**src/rtl/mem_stage_lsu.sv**
```systemverilog
// MEM-stage load/store unit: one request at a time; byte/half/word loads and stores,
// sub-word stores via read-modify-write. Optional macro LSU_MISALIGN_CHECK_EN adds an error check.
module mem_stage_lsu #(
  parameter int unsigned MEM_WORDS = 8
) (
  input  logic        clk,
  input  logic        rst,
  input  logic        req_valid,
  output logic        req_ready,
  input  logic        req_we,
  input  logic [1:0]  req_size,
  input  logic        req_unsigned,
  input  logic [31:0] req_addr,
  input  logic [31:0] req_wdata,
  input  logic [4:0]  req_rd,
  output logic        resp_valid,
  output logic [31:0] resp_rdata,
  output logic [4:0]  resp_rd,
  output logic        resp_err,
  output logic [2:0]  mem_read_addr,
  output logic        mem_read_enable,
  input  logic [31:0] mem_read_data,
  output logic [2:0]  mem_write_addr,
  output logic [31:0] mem_write_data,
  output logic        mem_write_enable
);

  typedef enum logic [2:0] {
    StIdle, StRead, StRmwRead, StRmwWrite, StWrite, StResp
  } state_e;

  localparam logic [2:0] IdxMask = 3'(MEM_WORDS - 1);

  state_e      state_q, state_d;
  logic        we_q;
  logic [1:0]  size_q;
  logic        uns_q;
  logic [4:0]  addr_q;
  logic [31:0] wdata_q;
  logic [4:0]  rd_q;
  logic [31:0] merge_q;
  logic [31:0] rdata_q;
  logic        err_q;

  logic        accept;
  logic        misalign;
  logic [2:0]  word_idx;
  logic [31:0] load_ext;
  logic [31:0] merged;
  logic [15:0] half_lane;
  logic [7:0]  byte_lane;
  logic        unused_addr;

  // Upper address bits alias onto the 8-word window.
  assign unused_addr = ^req_addr[31:5];

  assign accept   = req_valid && req_ready;
  assign word_idx = addr_q[4:2] & IdxMask;

`ifdef LSU_MISALIGN_CHECK_EN
  assign misalign = ((req_size == 2'd1) && req_addr[0]) ||
                    (req_size[1] && (req_addr[1:0] != 2'b00));
`else
  assign misalign = 1'b0;
`endif

  // Lane extraction and sign/zero extension for loads.
  always_comb begin
    half_lane = mem_read_data[{addr_q[1], 4'b0000} +: 16];
    byte_lane = mem_read_data[{addr_q[1:0], 3'b000} +: 8];
    if (size_q[1]) begin
      load_ext = mem_read_data;
    end else if (size_q == 2'd1) begin
      load_ext = {{16{half_lane[15] & ~uns_q}}, half_lane};
    end else begin
      load_ext = {{24{byte_lane[7] & ~uns_q}}, byte_lane};
    end
  end

  always_comb begin
    merged = merge_q;
    if (size_q == 2'd1) begin
      merged[{addr_q[1], 4'b0000} +: 16] = wdata_q[15:0];
    end else begin
      merged[{addr_q[1:0], 3'b000} +: 8] = wdata_q[7:0];
    end
  end

  always_comb begin
    state_d          = state_q;
    req_ready        = 1'b0;
    resp_valid       = 1'b0;
    resp_rdata       = 32'h0;
    resp_rd          = 5'h0;
    resp_err         = 1'b0;
    mem_read_enable  = 1'b0;
    mem_read_addr    = 3'h0;
    mem_write_enable = 1'b0;
    mem_write_addr   = 3'h0;
    mem_write_data   = 32'h0;
    unique case (state_q)
      StIdle: begin
        req_ready = !rst;
        if (accept) begin
          if (misalign)                state_d = StResp;
          else if (!req_we)            state_d = StRead;
          else if (req_size[1])        state_d = StWrite;
          else                         state_d = StRmwRead;
        end
      end
      StRead: begin
        mem_read_enable = 1'b1;
        mem_read_addr   = word_idx;
        state_d         = StResp;
      end
      StRmwRead: begin
        mem_read_enable = 1'b1;
        mem_read_addr   = word_idx;
        state_d         = StRmwWrite;
      end
      StRmwWrite: begin
        mem_write_enable = 1'b1;
        mem_write_addr   = word_idx;
        mem_write_data   = merged;
        state_d          = StResp;
      end
      StWrite: begin
        mem_write_enable = 1'b1;
        mem_write_addr   = word_idx;
        mem_write_data   = wdata_q;
        state_d          = StResp;
      end
      StResp: begin
        resp_valid = 1'b1;
        resp_rdata = rdata_q;
        resp_rd    = rd_q;
        resp_err   = err_q;
        state_d    = StIdle;
      end
      default: state_d = StIdle;
    endcase
  end

  always_ff @(posedge clk or posedge rst) begin
    if (rst) begin
      state_q <= StIdle;
      we_q    <= 1'b0;
      size_q  <= 2'b00;
      uns_q   <= 1'b0;
      addr_q  <= 5'h0;
      wdata_q <= 32'h0;
      rd_q    <= 5'h0;
      merge_q <= 32'h0;
      rdata_q <= 32'h0;
      err_q   <= 1'b0;
    end else begin
      state_q <= state_d;
      if (accept) begin
        we_q    <= req_we;
        size_q  <= req_size;
        uns_q   <= req_unsigned;
        addr_q  <= req_addr[4:0];
        wdata_q <= req_wdata;
        rd_q    <= req_rd;
        rdata_q <= 32'h0;
        err_q   <= misalign;
      end
      if (state_q == StRead && !we_q) rdata_q <= load_ext;
      if (state_q == StRmwRead)       merge_q <= mem_read_data;
    end
  end

endmodule

```
**config.mk**
```make
export PLATFORM = sky130hd
export DESIGN_NAME = mem_stage_lsu
export DESIGN_NICKNAME = d
export VERILOG_FILES = /design/src/rtl/mem_stage_lsu.sv
export SDC_FILE = /design/constraint.sdc
export NUM_CORES = 1
export LEC_CHECK = 0
export BUFFER_PORTS_ARGS = -buffer_cell sky130_fd_sc_hd__buf_2
export CORE_UTILIZATION = 47
export CTS_CLUSTER_DIAMETER = 30
export DETAILED_ROUTE_END_ITERATION = 8
export PLACE_DENSITY = 0.73
export SYNTH_ARGS = -nofsm -noshare
export SYNTH_HDL_FRONTEND = slang
export SYNTH_SLANG_ARGS = --single-unit
export TNS_END_PERCENT = 30
```
**constraint.sdc**
```tcl
create_clock -name clk -period 3.5 [get_ports clk]
set_clock_uncertainty 0.2 [all_clocks]
set_input_delay 0.175 -clock clk [delete_from_list [all_inputs] [get_ports clk]]
set_output_delay 0.175 -clock clk [all_outputs]
set_load 0.1 [all_outputs]
```
==> results of run 1 <==
-- critical path: cells and delay by family, from the launching register on --
| kind | cells | cell delay (ns) |
|---|---|---|
| adders and majority gates | 1 | 0.20 |
| and+or+nand+nor | 1 | 0.73 |
| AOI/OAI and AO/OA | 2 | 0.49 |
| DFF | 1 | 0.37 |
| buffers and inverters | 3 | 0.74 |
-- kinds of logic after synthesis --
group,count (synthesis)
fa+ha+maj,5
simple gates,271
buf+inv,55
flops,113
compound gates,138
xor+xnor,1
mux,55
other cells,1
-- registers in the layout, summed over array words and instances, names as in the netlist --
signal,count
state_q,3
addr_q,5
rd_q,5
merge_q,32
wdata_q,32
we_q,1
uns_q,1
rdata_q,32
size_q,2
-- cell type report --
type / count / area share
clock buffers: 19 / 0.0513
well taps: 172 / 0.0244
repair buffers: 253 / 0.240
inverters: 9 / 0.00411
clock inverters: 12 / 0.0212
multi-input cells: 471 / 0.339
flip-flops and latches: 113 / 0.320
-- how the worst min path moves through the flow --
stage | from | to | slack, ns | depth (start not counted)
6_report | req_valid | addr_q[0]$_DFFE_PP0P_ | 0.13 | 3
5_1_grt | req_valid | size_q[1]$_DFFE_PP0P_ | 0.15 | 4
4_1_cts | req_valid | size_q[1]$_DFFE_PP0P_ | 0.13 | 4
3_5_place_dp | req_wdata[13] | wdata_q[13]$_DFFE_PP0P_ | 0.17 | 3
3_3_place_gp | req_addr[2] | addr_q[2]$_DFFE_PP0P_ | 0.16 | 3
2_1_floorplan | req_addr[2] | addr_q[2]$_DFFE_PP0P_ | 0.08 | 2
-- layer usage --
metal | track usage | vias up | part of all wire
met1 | 0.374 | 2869 | 0.40
met3 | 0.0706 | 62 | 0.071
li1 | - | 2694 | -
met4 | 0.152 | 0 | 0.032
met5 | 0 | - | 0
met2 | 0.505 | 287 | 0.50
-- power by group through the flow --
stage	clock (uW)	sequential (uW)	combinational, uW
finish	1880	2260	4810
global route	1960	2310	5090
CTS	1890	2230	4760
detailed placement	0	2250	4680
global placement	0	2230	4590
floorplan	0	2070	3710
-- through the flow --
step | area [um^2] | total power, uW
after detailed placement | 7400 | 6930
final | 8830 | 8950
after CTS | 8830 | 8890
after floorplan | 6060 | 5770
after global routing | 8830 | 9350
after global placement | 7400 | 6810
-- cell usage in the layout (no fill, tap or decap), types with 4 or more instances in the layout --
cell           Yosys  layout
and2_1            47      47
mux2_2            35      35
clkbuf_16          0      17
buf_4              2      15
buf_12             0      28
clkinv_2           0       6
a31oi_1           10      10
a21oi_1           24      24
bufinv_16          0       5
buf_2             18     131
inv_1              8       7
nor3_1             7       7
nor2b_1            9       9
nor2_1             7       7
ha_1               5       5
and3_1             8       8
o211ai_1           6       6
nand3_1            6       6
o2bb2ai_1          4       4
a22oi_1           21      21
dlygate4sd3_1      0      79
a22o_1            21      21
nand2_1          165     165
dfrtp_1          113     113
a221o_1           20      20
mux2i_1           19      19
nand2b_1           4       4
o21ai_0           21      21
==> results.md, run 1 <==
* Static leakage power at 0.00441 uW
* Critical Path Source: addr_q[1]$_DFFE_PP0P_
* Sw Share at 0.496
* Final weighted congestion of routability-driven global placement at 0.880
* Clock buffer count from CTS at 17
* Post-route fraction of the period consumed by the critical path at 0.950
* Global-route wire length before repair at roughly 30000 um
* Transition time of the tightest slew-check pin at 1.37 ns
* Worst-Skew Late Latency at between 0.4 and 0.5 ns
* Net count reported at finish at ~1000
* Total of fill cells in the finished design at 906
* Post-route core utilization at 0.703
* Final standard cell count with taps included and fillers excluded at 1049
* Clock edge transition at the registers on the reported setup and hold paths at approximately 0.050 ns
* Comb power frac at 0.537
* Synth-to-layout area growth at 45.9%
* Tightest slew margin relative to the limit at 0.0798
* Total vias in the final route at 5912
* Height of the chip at 115 um
* Cell taking the most area after synthesis: dfrtp_1
* Number of setup buffers added after CTS at 0
* Area of all sequential standard cells at between 0.002 and 0.003 mm^2
* Critical path class: reg -> out
* Pwr Density at roughly 1000 mW/mm^2
* Cell with the largest stage delay on the worst path: nor4_2
* Largest net degree at the start of global routing at 94
* Number of gates resized after CTS at 0
* Worst EP required at 3.12 ns
* Worst setup slack after placement at 0.773 ns
* Setup TNS at 0 ns
* Element type at the critical path end: output port
* Io pins at 188
* Antenna Nets Post-Route at 0
* Terminus of the critical flop-to-flop path: rdata_q[27]$_DFFE_PP0P_
* Synth Instances at roughly 640
* Mapped Avg Cell Area at ~9.5 um^2
* Final setup fails at 0
* Leading post-synthesis cells by cell area: dfrtp_1, nand2_1, mux2_2, and2_1, a221o_1
* Clock tree root driver cell: clkbuf_16
* Multi-input logic area at 0.00299 mm^2
* Number of global-route vias before repair at ~6000
* Setup repair after global routing missed its margin: false
* Number of buffers added to fix hold violations after cts at ~80
* Synth warnings at 0
* Simple-gate portion of the synthesized area at 0.216
* Internal reg-to-reg setup slack at 0.95 ns
* Number of sinks handled by clock tree synthesis at 113
* Synth Area in Adders at 0.0103
* Reg power frac at 0.253
* Pins over their slew limit at 0
* Async SR Flop Fraction at 1.00
* Combinational family with the most area after synthesis: simple AND/OR/NAND/NOR gates
* Initial antenna violation count at 0
* Worst-case setup margin in the final layout at 0.174 ns
* Netlist Area Pre-Place at approximately 0.0061 mm^2
* Delay of the slowest critical-path stage at between 0.7 and 0.8 ns
* Count of input and output buffers at 159
* Net switching power figure at 4440 uW
* Cell internal power dissipation at 4510 uW
* Hold Fails Final Rpt at 0
* Share of the synthesized area in the top cell type at 0.467
* Share of post-route cells with drive strength above 1 at 0.284
* Clock power frac at 0.210
* Total inserted antenna cells at 0
* Die ar. at 0.0133 mm^2
* Std-Cell Core Area at 0.0126 mm^2
* Worst min path class: in -> reg
* Global router's overall resource usage at 0.304
* Max-capacitance violation count at 0
* First-iteration detailed-routing DRC count at roughly 480
* Data arrival at the endpoint of the critical path at approximately 3.0 ns
* Global-route congestion overflow total at 0
* Number of different library cells in the post-synthesis netlist at 47
* Num rows at 41
* Clock tree buffer depth at 2
* Number of cells on the worst reg-to-reg path at 4
* Post-Synth XOR/XNOR Area at 0.00145
* Most common library cells after synthesis: nand2_1, dfrtp_1, and2_1
* Capture point of the worst path: mem_write_data[31]
* Min cycle time layout at 3.33 ns
* Post-synth EDFFs at 0
* Per-cell via count in the routed design at 5.64
* H-tree depth at 4
* Chain of cells forming the critical path: buf_4 -> ha_1 -> clkinv_1 -> nor4_2 -> a221o_1 -> a22o_1 -> buf_12
* Placed Instances at 939
* Post-synth top flop: dfrtp_1
* Worst-case hold slack at 0.134 ns
* Outcome: finished clean
* Fmax at between 300 and 400 MHz
* Starting utilization of the core area at 0.482
* Startpoint Class: flip-flop
* Part of the Yosys area used for sequential elements at 0.467
* Post-detailed-route wirelength per cell at 18.4 um
* Die X-Extent at 115 um
* Largest driver fanout on the critical path at 16
* RR Startpoint: state_q[0]$_DFFE_PP0P_
* Post-synthesis register bit count at about 110
* Area fraction in compound gates after synthesis at 0.163
* Multiplexer share of the synthesized area at 0.100
* Most frequently used cell type in the post-synthesis netlist: nand2_1
* Final routed wirelength across all metal layers at 19300 um
* Number of iterations in the first detailed-routing pass at 8
* DRC at 0
* TritonCTS clock tree: done
* Worst VDD drop at 0.731 mV
* Synthesized net count at 752
* Post-detail-place hpwl at 12800 um
(Power assumes the default switching activity.)
==> run 2, diff against run 1 <==
- CELL_PAD_IN_SITES_DETAIL_PLACEMENT: default -> 2
- CELL_PAD_IN_SITES_GLOBAL_PLACEMENT: default -> 2
- CORE_UTILIZATION: 47 -> 28
==> run 2 against run 1 <==
  * Critical path depth stayed put
  * Clock power is 9% lower
  * Final area is 0.93% higher
  * Highest routed layer unchanged
==> results.md, run 2 (synthesis gave the netlist of run 1 again) <==
* Tightest slew margin relative to the limit at 0.481 (+0.402)
* Antenna Nets Post-Route at 0 (unchanged)
* Worst-Skew Late Latency at 0.42 ns (about the same)
* Total of fill cells in the finished design at 2222 (+150%)
* Die ar. at 0.0222 mm^2 (+67%)
* Element type at the critical path end: output port
* Clock buffer count from CTS at 17 (unchanged)
* Commonest cells after routing, fill and taps aside: nand2_1, buf_2, dfrtp_1
* TritonCTS clock tree: done
* Total vias in the final route at 5900 (-0.20%)
* Clock edge transition at the registers on the reported setup and hold paths at 0.06 ns (about the same)
* Setup TNS at 0 ns (unchanged)
* Startpoint Class: flip-flop
* Count of input and output buffers at 159 (unchanged)
* Share of post-route cells with drive strength above 1 at 0.287 (+0.00342)
* Setup repair after global routing missed its margin: false
* Chain of cells forming the critical path: inv_1 -> ha_1 -> and4b_1 -> and2_1 -> a22oi_1 -> o2bb2ai_1 -> buf_12
* Synth-to-layout area growth at 47.3%
* H-tree depth at 4 (unchanged)
* Hold Fails Final Rpt at 0 (unchanged)
* DRC at 0 (unchanged)
* Delay of the slowest critical-path stage at 0.54 ns (-0.19 ns)
* Static leakage power at 0.00438 uW (-0.67%)
* Worst EP required at 3.12 ns (about the same)
* Height of the chip at 149 um (+29%)
* First-iteration detailed-routing DRC count at 269 (-44%)
* Hold Startpoint: req_valid
* Fmax at 315 MHz (+4.6%)
* Largest registers: merge_q x32, rdata_q x32, wdata_q x32
* Post-route core utilization at 0.423 (-0.280)
* Commonest non-fill, non-tap cell in the layout: nand2_1
* Post-route fraction of the period consumed by the critical path at 0.908 (-0.0420)
* Pwr Density at 1000 mW/mm^2 (-0.82%)
* Num rows at 53 (+29%)
* Transition time of the tightest slew-check pin at 0.778 ns (-0.593 ns)
* Cell class contributing the biggest share of worst-path delay: simple AND/OR/NAND/NOR gates
* Number of setup buffers added after CTS at 0 (unchanged)
* Final weighted congestion of routability-driven global placement at 0.841 (-4.4%)
* Number of global-route vias before repair at 6474 (+8.7%)
* Post-detailed-route wirelength per cell at 21.8 um (+18%)
* Global router's overall resource usage at 0.236 (-0.0686)
* Total inserted antenna cells at 0 (unchanged)
* Buf/Inv on CP at 2 (-1)
* Io pins at 188 (unchanged)
* Min cycle time layout at 3.18 ns (-0.147 ns)
* Starting utilization of the core area at 0.287 (-0.195)
* Initial antenna violation count at 0 (unchanged)
* Critical Path Source: addr_q[0]$_DFFE_PP0P_
* Max-capacitance violation count at 0 (unchanged)
* Critical path class: reg -> out
* Pins over their slew limit at 0 (unchanged)
* Die X-Extent at 149 um (+29%)
* Std-Cell Core Area at 0.0211 mm^2 (+68%)
* Final routed wirelength across all metal layers at 25100 um (+30%)
* Net count reported at finish at 977 (-0.10%)
* Final setup fails at 0 (unchanged)
* Number of iterations in the first detailed-routing pass at 4 (-4)
* Cell with the largest stage delay on the worst path: dfrtp_2
* RR Startpoint: state_q[2]$_DFFE_PP0P_
* Worst min path class: in -> reg
* Per-cell via count in the routed design at 5.12 (-9.1%)
* Clock tree root driver cell: clkbuf_16
* Outcome: finished clean
* Post-detail-place hpwl at 17200 um (+34%)
* Number of sinks handled by clock tree synthesis at 113 (unchanged)
* Data arrival at the endpoint of the critical path at 2.80 ns (-0.15 ns)
* Global-route congestion overflow total at 0 (unchanged)
* Largest driver fanout on the critical path at 16 (unchanged)
* Largest net degree at the start of global routing at 66 (-30%)
* Clock tree buffer depth at 2 (unchanged)
* Worst VDD drop at 0.556 mV (-24%)
* Global-route wire length before repair at 38600 um (+27%)
==> run 2: per-stage QoR <==
step | instance area [um^2] | cells | hold slack (ns) | total power [uW] | worst slack, ns
floorplan | 6060 | 639 | 0.0804 | 5770 | 0.0932
global placement | 7540 | 1041 | 0.143 | 6960 | 0.612
detailed placement | 7540 | 1041 | 0.165 | 7130 | 0.559
CTS | 8910 | 1152 | 0.189 | 8990 | 0.0656
global route | 8920 | 1152 | 0.212 | 9400 | 0.172
finish | 8920 | 1152 | 0.182 | 8960 | 0.322
==> run 2: layer usage <==
metal	global-route usage	vias up	wire [um]
met5	0	-	0
met4	0.0791	0	412
met3	0.0376	27	1010
met2	0.419	159	13200
met1	0.288	3017	10500
li1	-	2697	-
==> run 2: worst register-to-register path, stage by stage (launching register included) <==
cell and delay (ns):
dfrtp_1 0.66, nor4b_4 0.49, buf_4 0.33, and2_1 0.55
a22oi_1 0.17, nand2_1 0.11
==> run 2: final timing paths <==
kind / end / slack [ns] / cells after the start
setup / recovery: mem_write_data[14] / 0.32 / 7
hold / removal: rd_q[4]$_DFFE_PP0P_ / 0.18 / 4
setup reg to reg: rdata_q[25]$_DFFE_PP0P_ / 0.93 / 5
hold reg to reg: rd_q[1]$_DFFE_PP0P_ / 0.27 / 2
max in group asynchronous: merge_q[8]$_DFFE_PP0P_ / 2.06 / 4
min in group asynchronous: wdata_q[1]$_DFFE_PP0P_ / 0.25 / 3
==> run 2: cell type report <==
class / count / area, um^2 / share of cell area
multi-input cells: 471 / 3000 / 0.337
flip-flops and latches: 113 / 2830 / 0.317
repair buffers: 252 / 2120 / 0.238
clock buffers: 19 / 443 / 0.0497
well taps: 275 / 344 / 0.0386
clock inverters: 13 / 136 / 0.0153
inverters: 9 / 36.3 / 0.00407
==> run 2: report_power, final <==
group	leakage, uW	total (uW)	internal, uW	switching (uW)
Sequential	0.00145	2370	1810	560
Combinational	0.00264	4870	1400	3460
Clock	0.000287	1720	1070	657
==> run 2: repair_timing <==
action,CTS,global route
gates resized for setup,0,3
setup endpoints to repair,0,19
endpoints found under the hold margin,158,0
hold buffers,79,0
==> run 3, diff against run 2 <==
- REMOVE_ABC_BUFFERS: default -> 1
==> run 3 against run 2 <==
  * Die area is the same
  * Highest routed layer unchanged
  * Cell count grew 0.52%
  * Largest power group unchanged
  * Total power grew 1.3%
  * Final area grew 0.72%
  * Largest cell class unchanged
  * Sequential power shrank 2%
==> results.md, run 3 (synthesis gave the netlist of run 1 again) <==
* Outcome: finished clean
* First-iteration detailed-routing DRC count at 330 (+23%)
* Internal reg-to-reg setup slack at 0.77 ns (-0.16 ns)
* Total vias in the final route at 5942 (+0.71%)
* Startpoint Class: flip-flop
* Number of global-route vias before repair at 6865 (+6.0%)
* Net count reported at finish at 983 (+0.61%)
* Clock tree root driver cell: clkbuf_16
* Global-route wire length before repair at 39400 um (+2.1%)
* Comb power frac at 0.552 (+0.009)
* Area after DPL at 0.00759 mm^2 (+0.71%)
* Post-detailed-route wirelength per cell at 21.9 um (+0.64%)
* Cell internal power dissipation at 4350 uW (+1.6%)
* Max-capacitance violation count at 0 (unchanged)
* Multi-input logic area at 0.00300 mm^2 (-0.21%)
* Clock power frac at 0.191 (about the same)
* Number of iterations in the first detailed-routing pass at 4 (unchanged)
* Height of the chip at 149 um (unchanged)
* Static leakage power at 0.00440 uW (+0.37%)
* Global router's overall resource usage at 0.238 (+0.00235)
* Clock buffer count from CTS at 17 (unchanged)
* Largest driver fanout on the critical path at 11 (-5)
* Critical path class: reg -> out
* Pins over their slew limit at 0 (unchanged)
* Setup TNS at 0 ns (unchanged)
* Element type at the critical path end: output port
* Clock edge transition at the registers on the reported setup and hold paths at 0.06 ns (about the same)
* Net switching power figure at 4730 uW (+0.98%)
* Tightest slew margin relative to the limit at 0.481 (about the same)
* Io pins at 188 (unchanged)
* Worst-Skew Late Latency at 0.42 ns (about the same)
* Sw Share at 0.521 (-0.00160)
* Final routed wirelength across all metal layers at 25400 um (+1.2%)
* Fmax at 312 MHz (-0.69%)
* TritonCTS clock tree: done
* Pwr Density at 1010 mW/mm^2 (+0.57%)
* Synth-to-layout area growth at 48.3%
* Post-route fraction of the period consumed by the critical path at 0.914 (+0.00634)
* Number of sinks handled by clock tree synthesis at 113 (unchanged)
* Total inserted antenna cells at 0 (unchanged)
* H-tree depth at 4 (unchanged)
* Largest registers: merge_q x32, rdata_q x32, wdata_q x32
* Num rows at 53 (unchanged)
* Reg power frac at 0.257 (-0.007)
* Final setup fails at 0 (unchanged)
* Hold Fails Final Rpt at 0 (unchanged)
* Total of fill cells in the finished design at 2267 (+2.0%)
* Largest net degree at the start of global routing at 60 (-9.1%)
* Post-route cell area at 0.00898 mm^2 (+0.72%)
* Commonest non-fill, non-tap cell in the layout: nand2_1
* Share of post-route cells with drive strength above 1 at 0.293 (+0.00598)
* Post-detail-place hpwl at 17400 um (+0.91%)
* Worst-case hold slack at 0.180 ns (-0.00195 ns)
* Transition time of the tightest slew-check pin at 0.778 ns (+0.000312 ns)
* Std-Cell Core Area at 0.0211 mm^2 (unchanged)
* Worst min path class: in -> reg
* Count of input and output buffers at 159 (unchanged)
* Die X-Extent at 149 um (unchanged)
* Setup repair after global routing missed its margin: false
* Global-route congestion overflow total at 0 (unchanged)
* Antenna Nets Post-Route at 0 (unchanged)
* Per-cell via count in the routed design at 5.13 (+0.19%)
* Area of all sequential standard cells at 0.00283 mm^2 (unchanged)
* Post-layout power at 9070 uW (+1.3%)
* Final weighted congestion of routability-driven global placement at 0.814 (-3.2%)
* Clock tree buffer depth at 2 (unchanged)
* Initial antenna violation count at 0 (unchanged)
* Die ar. at 0.0222 mm^2 (unchanged)
* Worst EP required at 3.12 ns (about the same)
* Min cycle time layout at 3.20 ns (+0.0222 ns)
* DRC at 0 (unchanged)
* Commonest cells after routing, fill and taps aside: nand2_1, buf_2, dfrtp_1
* Worst VDD drop at 0.678 mV (+22%)
* Starting utilization of the core area at 0.287 (unchanged)
* Data arrival at the endpoint of the critical path at 2.83 ns (+0.03 ns)
## run 3: path summary, 6_finish.rpt
check	start	end	depth (start not counted)
min reg2reg	rdata_q[8]$_DFFE_PP0P_	rdata_q[8]$_DFFE_PP0P_	2
max reg2reg	state_q[0]$_DFFE_PP0P_	wdata_q[21]$_DFFE_PP0P_	5
min	req_valid	rd_q[2]$_DFFE_PP0P_	4
min in group asynchronous	rst	rdata_q[21]$_DFFE_PP0P_	3
max in group asynchronous	rst	addr_q[1]$_DFFE_PP0P_	4
max	addr_q[1]$_DFFE_PP0P_	mem_write_data[15]	7
## run 3: final cells by class
| class | instances | share of cell area |
|---|---|---|
| Inverter | 9 | 0.00404 |
| Multi-Input combinational cell | 471 | 0.334 |
| Timing Repair Buffer | 258 | 0.243 |
| Clock inverter | 12 | 0.0148 |
| Clock buffer | 20 | 0.0509 |
| Sequential cell | 113 | 0.315 |
| Tap cell | 275 | 0.0383 |
## run 3: per-stage QoR
step | worst slack (ns) | utilization | cells
floorplan | -2.06 | - | 593
global placement | 0.647 | 0.360 | 1047
detailed placement | 0.553 | 0.360 | 1047
CTS | 0.0260 | 0.425 | 1158
global route | 0.200 | 0.426 | 1158
finish | 0.299 | 0.426 | 1158
## run 3: metal layers
metal,track usage,wire (um),vias to the layer above
met5,0,0,-
met4,0.0633,329,0
met3,0.0578,1330,29
met2,0.420,13000,188
met1,0.287,10800,3021
li1,-,-,2704
## run 3: timing repair
action	4_1_cts	5_1_grt
buffers inserted	0	0
setup endpoints to repair	0	17
hold endpoints to repair	166	0
resized for setup	0	3
hold buffers	79	0
## run 3: power by group through the flow
stage	Sequential, uW	Combinational [uW]	Clock (uW)
detailed placement	2320	4900	0
global route	2380	5300	1810
finish	2330	5010	1730
CTS	2310	5020	1750
floorplan	2180	3490	0
global placement	2290	4710	0
## run 3: critical path: stages, from the launching register on
cell and delay [ns]:
dfrtp_2 0.54, inv_1 0.21, ha_1 0.39, and4b_1 0.33
and2_1 0.26, a22oi_1 0.10, o2bb2ai_1 0.34, buf_12 0.22
